## src/rtl/ams_pwm_dither_pkg.sv

```systemverilog
// Shared layout of the 24-bit DAC configuration word, used by both the AMS
// register block and the PWM dither decoder so the two cannot drift apart.
package ams_pwm_dither_pkg;

    localparam int CCW_DEF  = 24;
    localparam int DW_DEF   = 8;
    localparam int SW_DEF   = 16;

    localparam int DUTY_MSB = 23;
    localparam int DUTY_LSB = 16;
    localparam int SEQ_MSB  = 15;
    localparam int SEQ_LSB  = 0;

    typedef struct packed {
        logic [DUTY_MSB-DUTY_LSB:0] duty;
        logic [SEQ_MSB-SEQ_LSB:0]   seq;
    } dac_cfg_t;

    function automatic logic [CCW_DEF-1:0] cfg_pack(
        input logic [DUTY_MSB-DUTY_LSB:0] duty,
        input logic [SEQ_MSB-SEQ_LSB:0]   seq
    );
        dac_cfg_t c;
        c.duty   = duty;
        c.seq    = seq;
        cfg_pack = c;
    endfunction

endpackage

```

## src/rtl/ams_pwm_dither.sv

```systemverilog
// Dithered PWM channel: base duty per 2^DW-cycle period plus one extra high
// cycle in periods selected by an SW-bit sequence latched once per frame.
module ams_pwm_dither
    import ams_pwm_dither_pkg::*;
#(
    parameter int CCW = CCW_DEF,
    parameter int DW  = DW_DEF,
    parameter int SW  = SW_DEF
) (
    input  logic           clk_i,
    input  logic           rstn_i,
    input  logic [CCW-1:0] cfg_i,
    output logic           pwm_o,
    output logic           period_o,
    output logic           frame_o
);

    localparam int PW = (SW > 1) ? $clog2(SW) : 1;

    logic [DW-1:0] r_cnt;
    logic [PW-1:0] r_pcnt;
    logic [DW-1:0] r_duty;
    logic [SW-1:0] r_seq;
    logic          r_pwm;
    logic          r_period;
    logic          r_frame;

    logic          w_wrap;
    logic          w_frame_end;
    logic [DW-1:0] w_cnt_nx;
    logic [PW-1:0] w_pcnt_nx;
    logic [DW-1:0] w_duty_nx;
    logic [SW-1:0] w_seq_nx;
    logic [DW:0]   w_thr_nx;
    logic [DW-1:0] w_cfg_duty;
    logic [SW-1:0] w_cfg_seq;

    // Threshold is one bit wider than the counter so duty=max plus a dither
    // bit reaches 2^DW and keeps the output high through the whole period.
    function automatic logic [DW:0] f_thr(input logic [DW-1:0] duty, input logic bit0);
        f_thr = {1'b0, duty} + {{DW{1'b0}}, bit0};
    endfunction

    assign w_cfg_duty  = cfg_i[DUTY_MSB:DUTY_LSB];
    assign w_cfg_seq   = cfg_i[SEQ_MSB:SEQ_LSB];

    assign w_wrap      = (r_cnt == {DW{1'b1}});
    assign w_frame_end = w_wrap && (r_pcnt == PW'(SW - 1));
    assign w_cnt_nx    = r_cnt + DW'(1);

    always_comb begin
        w_pcnt_nx = r_pcnt;
        w_duty_nx = r_duty;
        w_seq_nx  = r_seq;
        if (w_frame_end) begin
            w_pcnt_nx = '0;
            w_duty_nx = w_cfg_duty;
            w_seq_nx  = w_cfg_seq;
        end else if (w_wrap) begin
            w_pcnt_nx = r_pcnt + PW'(1);
            w_seq_nx  = r_seq >> 1;
        end
    end

    assign w_thr_nx = f_thr(w_duty_nx, w_seq_nx[0]);

    // Outputs are derived from next-state values so each registered output
    // lines up with the counter value it describes.
    always_ff @(posedge clk_i) begin
        if (!rstn_i) begin
            r_cnt    <= {DW{1'b1}};
            r_pcnt   <= PW'(SW - 1);
            r_duty   <= '0;
            r_seq    <= '0;
            r_pwm    <= 1'b0;
            r_period <= 1'b0;
            r_frame  <= 1'b0;
        end else begin
            r_cnt    <= w_cnt_nx;
            r_pcnt   <= w_pcnt_nx;
            r_duty   <= w_duty_nx;
            r_seq    <= w_seq_nx;
            r_pwm    <= ({1'b0, w_cnt_nx} < w_thr_nx);
            r_period <= (w_cnt_nx == '0);
            r_frame  <= (w_cnt_nx == '0) && (w_pcnt_nx == '0);
        end
    end

    assign pwm_o    = r_pwm;
    assign period_o = r_period;
    assign frame_o  = r_frame;

endmodule

```

## config.mk

```make
export PLATFORM = sky130hd
export DESIGN_NAME = ams_pwm_dither
export DESIGN_NICKNAME = d
export VERILOG_FILES = /design/src/rtl/ams_pwm_dither_pkg.sv /design/src/rtl/ams_pwm_dither.sv
export SDC_FILE = /design/constraint.sdc
export NUM_CORES = 1
export LEC_CHECK = 0
export ABC_CLOCK_PERIOD_IN_PS = 5800
export BUFFER_PORTS_ARGS = -buffer_cell sky130_fd_sc_hd__buf_4
export CAP_MARGIN = 10
export CORE_ASPECT_RATIO = 0.6
export CORE_MARGIN = 2
export CORE_UTILIZATION = 61
export DETAILED_ROUTE_END_ITERATION = 8
export PLACE_DENSITY = 0.84
export SKIP_CTS_REPAIR_TIMING = 1
export SYNTH_ARGS = -nofsm -noshare
export SYNTH_HDL_FRONTEND = slang
export SYNTH_SLANG_ARGS = --single-unit
```

## constraint.sdc

```tcl
create_clock -name clk_i -period 5.8 [get_ports clk_i]
set_input_delay 0.58 -clock clk_i [delete_from_list [all_inputs] [get_ports clk_i]]
set_output_delay 0.58 -clock clk_i [all_outputs]
set_load 0.005 [all_outputs]
```

==> results.ini <==
[layout]
fin_util=0.752
fin_nets=302
drive_gt1_frac=0.177
seq_area_sq_um=781
area_growth_pct=16.9
layout_common_cells=dfxtp_1, nor2_1, buf_4, mux2i_1, nand2_1
n_antenna_cell=0
final.fill_count=254
multi_input_area_sq_um=1260
final_common_cell=dfxtp_1

[synth]
syn_nets=279
ys_seq_elements=39
ys_async_sr_fraction=0
synth_top_area_frac=0.370
synth_top_area_cell=dfxtp_1
synth_area_sq_um=2110
yosys_warnings=0
synth_area_leaders=dfxtp_1, mux2i_1, ha_1
yosysSeqAreaShare=0.370
synth_flop_cell=dfxtp_1
synth.avg_cell_area_sq_um=8.76
synth-edff-count=0
ys_types=36
synth_cells=241

[floorplan]
core_area_sq_um=3280
start_util=0.643
die_w_um=80.0
io_pins=29
dieArea_sq_um=3960
die_h_um=49.6
rows=16

[flow_run]
maxCapViolCount=0

[power_and_ir_drop]
power_density_nw_per_um2=450
vdd_drop_max_v=0.000254
totalPowerFinal_mw=1.11
total_leakage_power_nw=0.986

[clock_tree]
cts_tree=built
h-tree-depth=2
path_clk_slew_ns=0.08
clockBufferDepth=2
clock_latency_ns=0.29
cts_buffers=5
ctsRootBufferMaster=clkbuf_8
cts.sinks=39

[route]
avgRoutedWirePerCell_um=14.4
vias_per_cell=5.70
ant_nets=0
drt-pass1-iter-count=4
via_count=1768
drt_iter0_markers=81
routed_wl_mm=4.46
drc_errors=0

[grt]
grt.total_usage=0.246
grt_remaining_overflow=0
grt_first_pass_wirelength_mm=7.51
grt_max_degree=34
antenna_found_initial=0
grt_pass1_vias=1622

[sta]
rsz0062_at_grt=no
hold_violations=0
drv_slew=0
fin_setup_tns_ns=0
clock.fmax_mhz=240
skew_ns=0.00254
min_period_over_period=0.717
setup_viol=0
max_slew_margin=0.426
worstMarginPinSlew_ns=0.859
fin_crit_ns=4.16

[critical_path]
setup.worst_path.start=r_cnt[0]$_SDFF_PN1_
arrival_ns=4.36
path_max_fanout=19
cpMostUsedCell=ha_1
crit_chain=ha_1, nand3_1, nor3_4, mux2_2, ha_1, ha_1, nand3_1, xor2_1, nor2_1, a21oi_1, ha_1, a21oi_1, o21a_1, o21ai_0, a21o_1, a21oi_1
max_stage_delay_ns=0.70
worst_ep_required_time_ns=6.01
cp_slowest_cell=nor3_4
end_kind=register
start_kind=register
r2r-start=r_cnt[0]$_SDFF_PN1_
worstSetupPathType=reg2reg

[placed_design]
gp_congestion=0.846
io_buffers=28
dp_hpwl_mm=3.04

[min_path]
worstHoldStart=r_cnt[0]$_SDFF_PN1_
worst_hold_path_type=reg2reg

[outcome]
status=finished clean

kinds of logic after synthesis:
| logic type | Yosys count | share of synthesized area |
|---|---|---|
| and+or+nand+nor | 94 | 0.211 |
| AOI/OAI and AO/OA | 38 | 0.123 |
| adders and majority gates | 12 | 0.0711 |
| buffers and inverters | 16 | 0.0355 |
| xor gates and xnor gates | 17 | 0.0705 |
| muxes | 25 | 0.120 |
| DFF | 39 | 0.370 |
worst paths after layout:
path	endpoint	slack, ns	cells past startpoint
worst max-delay path	pwm_o$_SDFF_PN0_	1.64	16
worst min-delay path	r_cnt[0]$_SDFF_PN1_	0.50	1
worst max register to register	pwm_o$_SDFF_PN0_	1.64	16
worst min register to register	r_cnt[0]$_SDFF_PN1_	0.50	1
cells in the mapped netlist (6+ instances only):
| library cell | number |
|---|---|
| nand3_1 | 16 |
| xor2_1 | 7 |
| nand2_1 | 23 |
| a211oi_1 | 15 |
| a21oi_1 | 8 |
| or2_2 | 6 |
| nand4_1 | 7 |
| clkbuf_1 | 6 |
| xnor2_1 | 10 |
| nor2_1 | 30 |
| ha_1 | 12 |
| mux2i_1 | 23 |
| dfxtp_1 | 39 |
sequential cells by signal, summed over array words and instances (netlist names), named ones only:
signal	flops
frame_o	1
period_o	1
pwm_o	1
r_cnt	8
r_duty	7
r_pcnt	4
r_seq	16
per-layer routing:
metal	GRT usage	share of wire	routed length [um]	up-vias
li1	-	-	-	904
met2	0.339	0.40	1800	45
met3	0.0623	0.061	271	12
met5	0	0	0	-
met4	0.0847	0.015	68	0
met1	0.368	0.52	2320	807
where the power goes:
group	switching [mW]	total, mW	internal [mW]
Sequential	0.0552	0.383	0.328
Combinational	0.247	0.459	0.212
Clock	0.0977	0.270	0.172
Total	0.400	1.11	0.712
final cells by class:
cell class,instances,area share
Clock inverter,2,0.0243
Sequential cell,39,0.316
Multi-Input combinational cell,186,0.510
Clock buffer,6,0.0294
Tap cell,45,0.0228
Inverter,2,0.00304
Timing Repair Buffer,30,0.0943
critical path: cells and delay by family, from the launching register on:
| family | cells | cell delay [ns] |
|---|---|---|
| adders and majority gates | 4 | 1.12 |
| AOI/OAI and AO/OA | 6 | 0.80 |
| DFF | 1 | 0.48 |
| muxes | 1 | 0.43 |
| and+or+nand+nor | 4 | 1.09 |
| xor gates and xnor gates | 1 | 0.16 |
through the flow:
stage / setup slack (ns) / hold slack (ns) / instance area, sq um / instances
CTS: 1.65 / 0.506 / 2450 / 309
floorplan: 2.30 / 0.451 / 2110 / 241
detailed placement: 1.68 / 0.489 / 2320 / 301
global placement: 1.80 / 0.470 / 2320 / 301
finish: 1.64 / 0.497 / 2470 / 310
global route: 1.26 / 0.531 / 2470 / 310
No activity file was read; power rests on OpenSTA's default activity.
